### src/rtl/switch_event_decoder_pkg.sv
// Shared switch timing constants and decoder state encodings.
// Debouncer and decoder timings live here so board-level retiming is one edit.
package switch_event_decoder_pkg;

  typedef enum logic [2:0] {
    ST_IDLE           = 3'd0,
    ST_PRESSED        = 3'd1,
    ST_LONG_HELD      = 3'd2,
    ST_WAIT_SECOND    = 3'd3,
    ST_SECOND_PRESSED = 3'd4
  } state_t;

  localparam int unsigned LONG_PRESS_25MHZ    = 12500000;  // 0.5 s
  localparam int unsigned DOUBLE_WINDOW_25MHZ = 6250000;   // 250 ms
  localparam int unsigned CNT_WIDTH_25MHZ     = 24;

  // True when val is representable in an unsigned counter of the given width.
  function automatic bit fits_width(input int unsigned val, input int unsigned width);
    if (width >= 32) return 1'b1;
    return (val >> width) == 0;
  endfunction

endpackage

### src/rtl/switch_edge_detect.sv
// Two-stage register on a debounced switch level, producing the registered
// level and single-cycle rise/fall strobes.
module switch_edge_detect (
  input  logic clk,
  input  logic rst_n,
  input  logic sw,
  output logic level,
  output logic rise,
  output logic fall
);

  logic sw_d;

  always_ff @(posedge clk or negedge rst_n) begin
    if (!rst_n) begin
      level <= 1'b0;
      sw_d  <= 1'b0;
    end else begin
      level <= sw;
      sw_d  <= level;
    end
  end

  assign rise = level & ~sw_d;
  assign fall = ~level & sw_d;

endmodule

### src/rtl/switch_event_decoder.sv
// Classifies one debounced switch into registered one-cycle event pulses:
// press, release, single click, double click and long press.
//
// state          | meaning
// ---------------+--------------------------------------------------------
// IDLE           | switch released, no gesture in progress
// PRESSED        | first press held, counting toward long press
// LONG_HELD      | long press already reported, waiting for release
// WAIT_SECOND    | short press released, counting the double-click window
// SECOND_PRESSED | second press of a double click held
module switch_event_decoder
  import switch_event_decoder_pkg::*;
#(
  parameter int unsigned c_LONG_PRESS_LIMIT = LONG_PRESS_25MHZ,
  parameter int unsigned c_DOUBLE_WINDOW    = DOUBLE_WINDOW_25MHZ,
  parameter int unsigned c_CNT_WIDTH        = CNT_WIDTH_25MHZ
) (
  input  logic i_Clk,
  input  logic i_Rst_L,
  input  logic i_Switch,
  output logic o_Press,
  output logic o_Release,
  output logic o_Click,
  output logic o_Double_Click,
  output logic o_Long_Press
);

  if (c_LONG_PRESS_LIMIT < 2 || c_DOUBLE_WINDOW < 2 ||
      !fits_width(c_LONG_PRESS_LIMIT, c_CNT_WIDTH) ||
      !fits_width(c_DOUBLE_WINDOW, c_CNT_WIDTH)) begin : g_bad_params
    $error("switch_event_decoder: timing limits must be >= 2 and fit in c_CNT_WIDTH");
  end

  localparam logic [c_CNT_WIDTH-1:0] LONG_LIM = c_CNT_WIDTH'(c_LONG_PRESS_LIMIT);
  localparam logic [c_CNT_WIDTH-1:0] WIN_LIM  = c_CNT_WIDTH'(c_DOUBLE_WINDOW);
  localparam logic [c_CNT_WIDTH-1:0] CNT_ONE  = c_CNT_WIDTH'(1);

  logic sw_level, sw_rise, sw_fall;

  switch_edge_detect u_edge (
    .clk   (i_Clk),
    .rst_n (i_Rst_L),
    .sw    (i_Switch),
    .level (sw_level),
    .rise  (sw_rise),
    .fall  (sw_fall)
  );

  state_t                 state_q, state_d;
  logic [c_CNT_WIDTH-1:0] cnt_q, cnt_d;
  logic press_d, rel_d, click_d, dbl_d, long_d;

  always_ff @(posedge i_Clk or negedge i_Rst_L) begin
    if (!i_Rst_L) begin
      state_q        <= ST_IDLE;
      cnt_q          <= '0;
      o_Press        <= 1'b0;
      o_Release      <= 1'b0;
      o_Click        <= 1'b0;
      o_Double_Click <= 1'b0;
      o_Long_Press   <= 1'b0;
    end else begin
      state_q        <= state_d;
      cnt_q          <= cnt_d;
      o_Press        <= press_d;
      o_Release      <= rel_d;
      o_Click        <= click_d;
      o_Double_Click <= dbl_d;
      o_Long_Press   <= long_d;
    end
  end

  // In the held states the level can only drop through a fall strobe.
  always_comb begin
    state_d = state_q;
    case (state_q)
      ST_IDLE:
        if (sw_rise) state_d = ST_PRESSED;
      ST_PRESSED:
        if (sw_fall)                state_d = ST_WAIT_SECOND;
        else if (cnt_q == LONG_LIM) state_d = ST_LONG_HELD;
      ST_LONG_HELD:
        if (!sw_level) state_d = ST_IDLE;
      ST_WAIT_SECOND:
        if (sw_rise)               state_d = ST_SECOND_PRESSED;
        else if (cnt_q == WIN_LIM) state_d = ST_IDLE;
      ST_SECOND_PRESSED:
        if (!sw_level) state_d = ST_IDLE;
      default:
        state_d = ST_IDLE;
    endcase
  end

  always_comb begin
    cnt_d   = cnt_q;
    press_d = 1'b0;
    rel_d   = 1'b0;
    click_d = 1'b0;
    dbl_d   = 1'b0;
    long_d  = 1'b0;
    case (state_q)
      ST_IDLE:
        if (sw_rise) begin
          cnt_d   = CNT_ONE;
          press_d = 1'b1;
        end
      ST_PRESSED:
        if (sw_fall) begin
          cnt_d = CNT_ONE;
          rel_d = 1'b1;
        end else if (cnt_q == LONG_LIM) begin
          long_d = 1'b1;
        end else begin
          cnt_d = cnt_q + CNT_ONE;
        end
      ST_LONG_HELD:
        rel_d = ~sw_level;
      ST_WAIT_SECOND:
        if (sw_rise) begin
          press_d = 1'b1;
          dbl_d   = 1'b1;
        end else if (cnt_q == WIN_LIM) begin
          click_d = 1'b1;
        end else begin
          cnt_d = cnt_q + CNT_ONE;
        end
      ST_SECOND_PRESSED:
        rel_d = ~sw_level;
      default: ;
    endcase
  end

endmodule

### config.mk
export PLATFORM = sky130hd
export DESIGN_NAME = switch_event_decoder
export DESIGN_NICKNAME = d
export VERILOG_FILES = /design/src/rtl/switch_event_decoder_pkg.sv /design/src/rtl/switch_edge_detect.sv /design/src/rtl/switch_event_decoder.sv
export SDC_FILE = /design/constraint.sdc
export NUM_CORES = 1
export LEC_CHECK = 0
export CAP_MARGIN = 20
export CELL_PAD_IN_SITES_DETAIL_PLACEMENT = 0
export CELL_PAD_IN_SITES_GLOBAL_PLACEMENT = 1
export CORE_UTILIZATION = 50
export DETAILED_ROUTE_END_ITERATION = 8
export HOLD_SLACK_MARGIN = 0.03
export PLACE_DENSITY_LB_ADDON = 0.12
export REMOVE_ABC_BUFFERS = 1
export SETUP_SLACK_MARGIN = 0.02
export SYNTH_ARGS = -nofsm -noshare
export SYNTH_HDL_FRONTEND = slang
export SYNTH_HIERARCHICAL = 1
export SYNTH_SLANG_ARGS = --single-unit
### constraint.sdc
create_clock -name i_Clk -period 7 [get_ports i_Clk]
set_clock_uncertainty 0.2 [all_clocks]
set_input_delay 1.4 -clock i_Clk [delete_from_list [all_inputs] [get_ports i_Clk]]
set_output_delay 1.4 -clock i_Clk [all_outputs]
set_load 0.01 [all_outputs]
# Yosys cells after proc, flatten, opt, wreduce, memory -nomap -nowiden
# Cells that the tools add are included.
# W data, S select, Z words.
[word_totals]
word_cells = 57
inputBits = 3
output_inout_bits = 5
regBits = 34
[classes]
muxes = 24
n_addsub = 1
reduce_logical = 6
eq_ne = 13
bitwise = 4
[op_table]
columns = ["op", "n"]
rows = [
  ["$mux W24", 5],
  ["$pmux W24 S3", 1],
  ["$add A24 B1 Y24 const B", 1],
  ["$eq A24 B23 Y1 const B", 1],
  ["$eq A24 B24 Y1 const B", 1],
  ["$mux W3", 6],
  ["$pmux W3 S4", 1],
  ["$mux W1", 10],
  ["$ne A3 B3 Y1 const B", 3],
  ["$ne A2 B2 Y1 const B", 4],
  ["$eq A3 B2 Y1 const B", 2],
  ["$reduce_and A5 Y1", 1],
  ["$reduce_and A4 Y1", 1],
  ["$reduce_or A2 Y1", 2],
  ["$eq A3 B1 Y1 const B", 1],
  ["$eq A3 B3 Y1 const B", 1],
  ["$logic_not A3 Y1", 1],
  ["$reduce_bool A3 Y1", 1],
  ["$and A1 B1 Y1", 2],
  ["$not A1 Y1", 2],
  ["$pmux W1 S2", 1],
]

# Logic depth before layout (Yosys ltp)
# Gate-level depths: netlist (run 1).
[depth]
ltp_word = 4
mapped_depth = 8
mapped_depth_nobuf = 7

# Cells and area by module
# The synthesis (run 1) kept the hierarchy.
[by_module_without_submodules]
columns = ["mod", "seq_area_each_um2", "cells_per_inst", "n_inst", "area_each_um2"]
rows = [
  ["switch_event_decoder", 800.8, 215, 1, 1886.8],
  ["switch_edge_detect", 50.0, 4, 1, 65.1],
]

# Worst setup path before layout (run 1)
# OpenSTA, ideal clock, no wires.
[synth_timing]
path_type = "register to register"
from = "reg cnt_q[7]"
to = "reg cnt_q[1]"
path_slack_ns = 4.351
path_stages_with_launch = 6
setup_time_ns = 0.127
arrival_time_ns = 2.322
n_path_buf = 0
path_cell_list = "dfrtp_1 -> or4_4 -> or4_1 -> o22ai_1 -> or3_1 -> mux2_1"
[synth_between]
elab_chain_cells = 3
word_cells_on_any_way = 5
[synth_lines]
columns = ["item", "line_no", "rtl"]
rows = [
  ["start, declared", "switch_event_decoder.sv:50", "logic [c_CNT_WIDTH-1:0] cnt_q, cnt_d;"],
  ["start signal, assigned", "switch_event_decoder.sv:64", "cnt_q <= cnt_d;"],
  ["$eq A24 B24 Y1 / $eq A24 B23 Y1 (equally long branches)", "switch_event_decoder.sv:111, switch_event_decoder.sv:122", ""],
  ["$ne A3 B3 Y1 (no source line) / $ne A2 B2 Y1 (equally long branches)", "-", ""],
  ["$reduce_and A5 Y1 (no source line) (*)", "-", ""],
]
# Every way passes the cells marked *; elsewhere a longest branch is shown, timed or not.
# A chain may end at the register's enable or synchronous reset.

# Final worst setup path (run 1)
[layout_timing]
from = "reg cnt_q[7]"
to = "reg cnt_q[10]"
[layout_between]
elab_chain_cells = 4
word_cells_on_any_way = 11
[layout_lines]
columns = ["item", "line_no", "rtl"]
rows = [
  ["$add A24 B1 Y24", "switch_event_decoder.sv:114, switch_event_decoder.sv:125", ""],
  ["$mux W24, on equally long branches", "switch_event_decoder.sv:122, switch_event_decoder.sv:111", ""],
  ["$mux W24, on equally long branches", "switch_event_decoder.sv:119, switch_event_decoder.sv:108", ""],
  ["$pmux W24 S3", "switch_event_decoder.sv:101", "case (state_q)"],
]
# Several ways; a longest one is shown, not always the timed one. The select of a mux whose other input is x is not followed.

==> tab_implementation.tex, run 1 <==
\begin{tabular}{lr}
\hline
Metric & Value \\
\hline
\multicolumn{2}{l}{\textbf{STA}} \\
\quad Worst slew margin & approximately a third \\
\quad Slew at the pin with the worst max-slew slack & 0.974 ns \\
\quad Min Clock Period, post-route & around 3.1 ns \\
\quad Worst Hold Slack & between 0.2 and 0.3 ns \\
\quad Setup Viol. Count Final & 0 \\
\quad Setup TNS after final layout & 0 ns \\
\quad FMAX & 320 MHz \\
\quad Fin crit share & between 40\% and 50\% \\
\quad Setup repair after global routing missed its margin & false \\
\quad Max-slew violation count & 0 \\
\quad Final Hold Viols & 0 \\
\multicolumn{2}{l}{\textbf{Synth}} \\
\quad Number of warnings issued by yosys & 6 \\
\quad Synth Register Bits & 34 \\
\quad Share of synthesized area occupied by flip-flops and latches & 43.6\% \\
\quad Post-Synthesis Cells & roughly 220 \\
\quad Mean area per synthesized cell & 8.91 um\^{}2 \\
\quad Unique masters post-synth & 43 \\
\quad Post-synthesis instance area & 1950 um\^{}2 \\
\multicolumn{2}{l}{\textbf{GRT}} \\
\quad Global Route Usage Sum & 25.3\% \\
\quad Global-route wire length before repair & 7.92 mm \\
\quad Initial antenna violation count & 0 \\
\quad Via count of the first global-routing pass & 1,676 \\
\quad Maximum number of pins on one net before global-route repair & 35 \\
\quad Global route total overflow & 0 \\
\multicolumn{2}{l}{\textbf{CTS}} \\
\quad Clock slew at the register clock pins of the worst setup and hold paths & approximately 0.070 ns \\
\quad Cell chosen for the clock root & sky130\_fd\_sc\_hd\_\_clkbuf\_8 \\
\quad Num CTS Buffers & 5 \\
\quad Worst-skew pair later-pin latency & 0.29 ns \\
\quad Number of buffers added for setup after CTS & 0 \\
\quad Clock sink total & 34 \\
\quad Clock tree from TritonCTS & yes \\
\quad Maximum clock path buffer count & 2 \\
\quad Hold\_buf cts & 0 \\
\quad \# resized after CTS & 0 \\
\quad H-tree level count & 2 \\
\multicolumn{2}{l}{\textbf{Floorplanning}} \\
\quad Num ports & 8 \\
\quad Initial core utilization & between 50\% and 60\% \\
\quad Die width & $\sim$64 um \\
\quad Die Outline Area & around 4200 um\^{}2 \\
\quad Height of the die & 64.5 um \\
\quad Core outline area & 3720 um\^{}2 \\
\quad Cell Rows & 22 \\
\multicolumn{2}{l}{\textbf{Detailed routing}} \\
\quad Post-detailed-route wirelength per cell & 16.8 um \\
\quad Total number of vias & 1,726 \\
\quad Final Routed Wirelength & about 4.6 mm \\
\quad Remaining number of nets flagged by the antenna check after routing & 0 \\
\quad Residual DRC count & 0 \\
\quad Iteration-0 DRC count of the detailed router & 216 \\
\quad Average vias per placed instance & 6.25 \\
\quad DR pass1 iterations & 5 \\
\multicolumn{2}{l}{\textbf{Final layout}} \\
\quad Layout filler cell count & 335 \\
\quad Post-route cell area & 2150 um\^{}2 \\
\quad Syn-to-layout area delta & 10.3\% \\
\quad Most common cell after layout, fill and taps aside & sky130\_fd\_sc\_hd\_\_dfrtp\_1 \\
\quad ANT cells & 0 \\
\quad Share of layout cells above drive strength 1 & 7.89\% \\
\quad Most frequent cells in the layout & sky130\_fd\_sc\_hd\_\_dfrtp\_1, sky130\_fd\_sc\_hd\_\_nor2\_1, sky130\_fd\_sc\_hd\_\_o21ai\_0, sky130\_fd\_sc\_hd\_\_inv\_1, sky130\_fd\_sc\_hd\_\_o31ai\_1 \\
\quad Total number of nets in the final design & between 200 and 250 \\
\multicolumn{2}{l}{\textbf{Hold path}} \\
\quad Type of the worst min-delay path & flop to flop \\
\multicolumn{2}{l}{\textbf{Worst setup path}} \\
\quad Worst setup path category & flop to flop \\
\quad Max FO, Critical Path & 20 \\
\quad CP Data Required Time & between 6 and 7 ns \\
\quad Sort of element at the start of the critical path & flop \\
\quad Worst Path Arrival & 3.07 ns \\
\quad Nature of the critical path endpoint & flop \\
\multicolumn{2}{l}{\textbf{Power}} \\
\quad Worst voltage drop across the vdd grid & 0.181 mV \\
\quad Lkg Pwr & between 0.0008 and 0.0009 uW \\
\quad Power density relative to cell area & about 280 nW/um\^{}2 \\
\quad Pwr Total & just under 600 uW \\
\multicolumn{2}{l}{\textbf{Flow run}} \\
\quad Number of violations of the max-capacitance limit & 0 \\
\multicolumn{2}{l}{\textbf{Placed design}} \\
\quad Instance area after placement & 2060 um\^{}2 \\
\quad Gpl congestion & between 0.8 and 0.9 \\
\quad IO Port Bufs & 7 \\
\quad Hpwl dp & roughly 3.2 mm \\
\multicolumn{2}{l}{\textbf{Run status}} \\
\quad Run status & completed \\
\hline
\end{tabular}
[cell families (layout without fill, tap and decap cells)]
kind of cell / count (synthesis) / in the layout / share of synthesized area (%)
buf+inv: 23 / 32 / 5.26
compound gates: 62 / 62 / 20.6
fa+ha+maj: 2 / 2 / 1.28
simple gates: 97 / 97 / 28.7
mux: 1 / 1 / 0.577
flops: 34 / 34 / 43.6
[report_power, final]
group	switching, uW	leakage [uW]	internal [uW]
combinational	135	0.000323	70.3
clock	72.6	0.0000472	79.0
sequential	24.3	0.000461	216
total	232	0.000831	365
[cells in the mapped netlist]
library cell               number  area [um^2]
sky130_fd_sc_hd__dfrtp_1       34          851
sky130_fd_sc_hd__nor2_1        21         78.8
sky130_fd_sc_hd__o21ai_0       17         85.1
sky130_fd_sc_hd__inv_1         14         52.6
sky130_fd_sc_hd__o31ai_1       13         97.6
sky130_fd_sc_hd__nand2_1       12         45.0
sky130_fd_sc_hd__nand3_1        9         45.0
sky130_fd_sc_hd__nand4_1        9         56.3
sky130_fd_sc_hd__a31oi_1        7         43.8
sky130_fd_sc_hd__nor3_1         7         35.0
sky130_fd_sc_hd__clkbuf_1       6         22.5
sky130_fd_sc_hd__nor2b_1        6         37.5
sky130_fd_sc_hd__o21ai_1        5         25.0
sky130_fd_sc_hd__o41ai_1        5         43.8
sky130_fd_sc_hd__a21oi_1        4         20.0
sky130_fd_sc_hd__a22oi_1        4         30.0
sky130_fd_sc_hd__nand2b_1       4         25.0
sky130_fd_sc_hd__nor4_1         4         25.0
sky130_fd_sc_hd__or4_1          4         30.0
sky130_fd_sc_hd__and3_1         3         18.8
sky130_fd_sc_hd__or3_1          3         18.8
sky130_fd_sc_hd__buf_6          2         22.5
sky130_fd_sc_hd__ha_1           2         25.0
sky130_fd_sc_hd__nand3b_1       2         15.0
sky130_fd_sc_hd__nand4b_1       2         17.5
sky130_fd_sc_hd__nor3b_1        2         15.0
sky130_fd_sc_hd__or4_4          2         22.5
sky130_fd_sc_hd__a211o_1        1         8.76
sky130_fd_sc_hd__a21bo_2        1         10.0
sky130_fd_sc_hd__a21o_1         1         7.51
sky130_fd_sc_hd__and2b_2        1         8.76
sky130_fd_sc_hd__buf_2          1         5.00
sky130_fd_sc_hd__mux2_1         1         11.3
sky130_fd_sc_hd__nor4_4         1         21.3
sky130_fd_sc_hd__nor4b_1        1         8.76
sky130_fd_sc_hd__o21bai_1       1         7.51
sky130_fd_sc_hd__o22a_1         1         8.76
sky130_fd_sc_hd__o22ai_1        1         6.26
sky130_fd_sc_hd__o32ai_1        1         8.76
sky130_fd_sc_hd__or2_2          1         6.26
sky130_fd_sc_hd__or3_2          1         7.51
sky130_fd_sc_hd__or4b_1         1         10.0
sky130_fd_sc_hd__or4bb_1        1         11.3
[critical path, stage by stage, from the launching register on]
cell and delay [ns]:
sky130_fd_sc_hd__dfrtp_1 0.45, sky130_fd_sc_hd__or4_4 0.57, sky130_fd_sc_hd__or4_1 0.55, sky130_fd_sc_hd__o22ai_1 0.54, sky130_fd_sc_hd__or3_2 0.51, sky130_fd_sc_hd__o31ai_1 0.16
[through the flow]
step	util, %	instances	setup WS [ns]
global placement	55.1	267	3.81
detailed placement	55.4	268	3.91
floorplan	-	210	4.24
CTS	57.9	276	3.90
finish	57.9	276	3.88
global route	57.9	276	3.75
[flip-flops by register name, indices dropped and copies added, names as in the netlist]
register,flops
cnt_q,24
o_Release,1
o_Click,1
o_Double_Click,1
state_q,3
u_edge/level,1
u_edge/sw_d,1
o_Long_Press,1
o_Press,1
[area by class of cell]
cell class                      count  area (um^2)  share of cell area, %
Clock buffer                        6         82.6                   3.83
Tap cell                           48         60.1                   2.79
Sequential cell                    34          851                   39.5
Timing Repair Buffer               10         96.3                   4.47
Multi-Input combinational cell    162          998                   46.4
Inverter                           14         52.6                   2.44
Clock inverter                      2         12.5                  0.581
[worst paths after layout]
kind                                              from  slack (ns)               endpoint  cells past startpoint
worst max-delay path              cnt_q[7]$_DFFE_PN0P_        3.88  cnt_q[10]$_DFFE_PN0P_                      5
worst min-delay path            u_edge/level$_DFF_PN0_        0.30  u_edge/sw_d$_DFF_PN0_                      0
worst max register to register    cnt_q[7]$_DFFE_PN0P_        3.88  cnt_q[10]$_DFFE_PN0P_                      5
worst min register to register  u_edge/level$_DFF_PN0_        0.30  u_edge/sw_d$_DFF_PN0_                      0
max in group asynchronous                      i_Rst_L        4.96   cnt_q[4]$_DFFE_PN0P_                      2
min in group asynchronous                      i_Rst_L        1.33  cnt_q[21]$_DFFE_PN0P_                      2
[routing by layer]
metal | up-vias | GRT usage, % | wire (um)
li1 | 846 | - | -
met1 | 840 | 33.1 | 2150
met2 | 36 | 40.5 | 2260
met3 | 4 | 6.16 | 169
met4 | 0 | 9.44 | 53
met5 | - | 0 | 0
Power figures use the tool's default switching activity.
==> run 2, diff against run 1 <==
CORE_UTILIZATION = 46   (was 50)
clock period = 2.9 ns   (was 7 ns; I/O delays follow)
==> tab_implementation.tex, run 2 (same netlist as run 1, synthesis figures left out) <==
\begin{tabular}{lr}
\hline
Metric & Value \\
\hline
\multicolumn{2}{l}{\textbf{CTS}} \\
\quad H-tree level count & 2 \\
\quad Cell chosen for the clock root & sky130\_fd\_sc\_hd\_\_clkbuf\_8 \\
\quad \# resized after CTS & 0 \\
\quad Clock tree from TritonCTS & yes \\
\quad Clock sink total & 34 \\
\quad Hold\_buf cts & 0 \\
\quad Number of buffers added for setup after CTS & 0 \\
\quad Num CTS Buffers & 5 \\
\quad Maximum clock path buffer count & 2 \\
\quad Worst-skew pair later-pin latency & 0.29 ns \\
\quad Clock slew at the register clock pins of the worst setup and hold paths & 0.07 ns \\
\multicolumn{2}{l}{\textbf{Flow run}} \\
\quad Number of violations of the max-capacitance limit & 0 \\
\multicolumn{2}{l}{\textbf{Floorplanning}} \\
\quad Die Outline Area & around 4500 um\^{}2 \\
\quad Initial core utilization & 48.4\% \\
\quad Num ports & 8 \\
\quad Height of the die & 67.1 um \\
\quad Die width & 67.1 um \\
\quad Core outline area & between 4000 and 5000 um\^{}2 \\
\quad Cell Rows & 23 \\
\multicolumn{2}{l}{\textbf{Power}} \\
\quad Worst voltage drop across the vdd grid & 0.414 mV \\
\quad Lkg Pwr & 0.000881 uW \\
\quad Pwr Total & around 1400 uW \\
\quad Power density relative to cell area & 651 nW/um\^{}2 \\
\multicolumn{2}{l}{\textbf{STA}} \\
\quad Setup TNS after final layout & 0 ns \\
\quad Final Hold Viols & 0 \\
\quad Setup repair after global routing missed its margin & true \\
\quad Slew at the pin with the worst max-slew slack & 0.651 ns \\
\quad Max-slew violation count & 0 \\
\quad Setup Viol. Count Final & 0 \\
\quad Fin crit share & between 90 and 100\% \\
\quad Fin worst setup slack & 0.149 ns \\
\quad Min Clock Period, post-route & 2.75 ns \\
\quad FMAX & 363 MHz \\
\quad Worst slew margin & 56.2\% \\
\multicolumn{2}{l}{\textbf{Detailed routing}} \\
\quad Remaining number of nets flagged by the antenna check after routing & 0 \\
\quad Post-detailed-route wirelength per cell & 16.9 um \\
\quad Total number of vias & $\sim$1,800 \\
\quad Average vias per placed instance & 6.31 \\
\quad DR pass1 iterations & 4 \\
\quad Residual DRC count & 0 \\
\quad Final Routed Wirelength & 4.86 mm \\
\quad Iteration-0 DRC count of the detailed router & 119 \\
\multicolumn{2}{l}{\textbf{Final layout}} \\
\quad Most frequent cells in the layout & sky130\_fd\_sc\_hd\_\_dfrtp\_1, sky130\_fd\_sc\_hd\_\_nor2\_1, sky130\_fd\_sc\_hd\_\_o21ai\_0, sky130\_fd\_sc\_hd\_\_inv\_1 \\
\quad Syn-to-layout area delta & 13.5\% \\
\quad Share of layout cells above drive strength 1 & 11.4\% \\
\quad Most common cell after layout, fill and taps aside & sky130\_fd\_sc\_hd\_\_dfrtp\_1 \\
\quad Post-route cell area & 2210 um\^{}2 \\
\quad Total number of nets in the final design & 242 \\
\quad Max reg flops & 24 \\
\quad ANT cells & 0 \\
\quad Final cell count without fillers & 287 \\
\quad Regs by FF count & cnt\_q (24), state\_q (3) \\
\quad Reg with most FFs & cnt\_q \\
\multicolumn{2}{l}{\textbf{Worst setup path}} \\
\quad Crit Reg-Reg Startpoint & cnt\_q[8]\$\_DFFE\_PN0P\_ \\
\quad Sort of element at the start of the critical path & flop \\
\quad Endpoint of the worst register-to-register path & cnt\_q[1]\$\_DFFE\_PN0P\_ \\
\quad Worst setup startpoint & cnt\_q[8]\$\_DFFE\_PN0P\_ \\
\quad CP Data Required Time & 2.87 ns \\
\quad Worst Path Arrival & 2.72 ns \\
\quad Worst reg-to-reg setup slack & around 0.15 ns \\
\quad Peak per-stage delay on the critical path & 0.56 ns \\
\quad Master of the slowest instance on the critical path & sky130\_fd\_sc\_hd\_\_or4\_1 \\
\quad Max FO, Critical Path & 6 \\
\quad Nature of the critical path endpoint & flop \\
\quad Worst setup path category & flop to flop \\
\quad CP bufs+invs & 0 \\
\quad Ordered cell list for the critical path & or4\_4 -> or4\_1 -> o22ai\_1 -> or3\_1 -> mux2\_1 \\
\quad Critical path's top delay family & simple AND/OR/NAND/NOR gates \\
\quad Cell depth of the worst flop-to-flop path & 5 \\
\multicolumn{2}{l}{\textbf{Placed design}} \\
\quad Instance area after placement & 2130 um\^{}2 \\
\quad IO Port Bufs & 7 \\
\quad Pre-CTS setup slack & 0.0871 ns \\
\quad Gpl congestion & 0.809 \\
\quad \# placed instances & 280 \\
\quad Hpwl dp & 3.39 mm \\
\multicolumn{2}{l}{\textbf{GRT}} \\
\quad Maximum number of pins on one net before global-route repair & 35 \\
\quad Via count of the first global-routing pass & 1,745 \\
\quad Global-route wire length before repair & 8.29 mm \\
\quad Global Route Usage Sum & between 20\% and 30\% \\
\quad Global route total overflow & 0 \\
\quad Initial antenna violation count & 0 \\
\multicolumn{2}{l}{\textbf{Hold path}} \\
\quad Destination of the worst hold path & u\_edge/sw\_d\$\_DFF\_PN0\_ \\
\quad Hold Crit Start & u\_edge/level\$\_DFF\_PN0\_ \\
\quad Type of the worst min-delay path & flop to flop \\
\quad Cells on Worst Hold Path & 0 \\
\multicolumn{2}{l}{\textbf{Run status}} \\
\quad Run status & completed \\
\hline
\end{tabular}
## run 2: where the power goes
| group | switching, uW | internal [uW] | total [uW] |
|---|---|---|---|
| clock network | 174 | 161 | 335 |
| registers | 57.0 | 521 | 578 |
| logic | 341 | 187 | 528 |
## run 2: routing by layer
metal	track usage, %	vias to the layer above	routed length [um]
li1	-	857	-
met1	31.8	885	2160
met2	42.0	61	2380
met3	5.57	8	245
met4	8.78	0	63
met5	0	-	0
## run 2: per-stage QoR
stage / hold slack [ns] / utilization, %
CTS: 0.294 / 54.9
finish: 0.297 / 55.0
global route: 0.324 / 55.0
floorplan: 0.0844 / -
global placement: 0.268 / 52.9
detailed placement: 0.281 / 52.9
## run 2: cell type report
type                            count  area (um^2)
Fill cell                         387         1810
Multi-Input combinational cell    162         1000
Sequential cell                    34          851
Timing Repair Buffer               20          168
Clock buffer                        5         68.8
Tap cell                           50         62.6
Inverter                           14         52.6
Clock inverter                      2         10.0
## run 2: how the worst max path moves through the flow
stage	endpoint	cells after the start
after floorplan	cnt_q[21]$_DFFE_PN0P_	5
after global placement	cnt_q[9]$_DFFE_PN0P_	5
after detailed placement	cnt_q[11]$_DFFE_PN0P_	5
after CTS	cnt_q[11]$_DFFE_PN0P_	5
after global routing	cnt_q[1]$_DFFE_PN0P_	5
final	cnt_q[1]$_DFFE_PN0P_	5
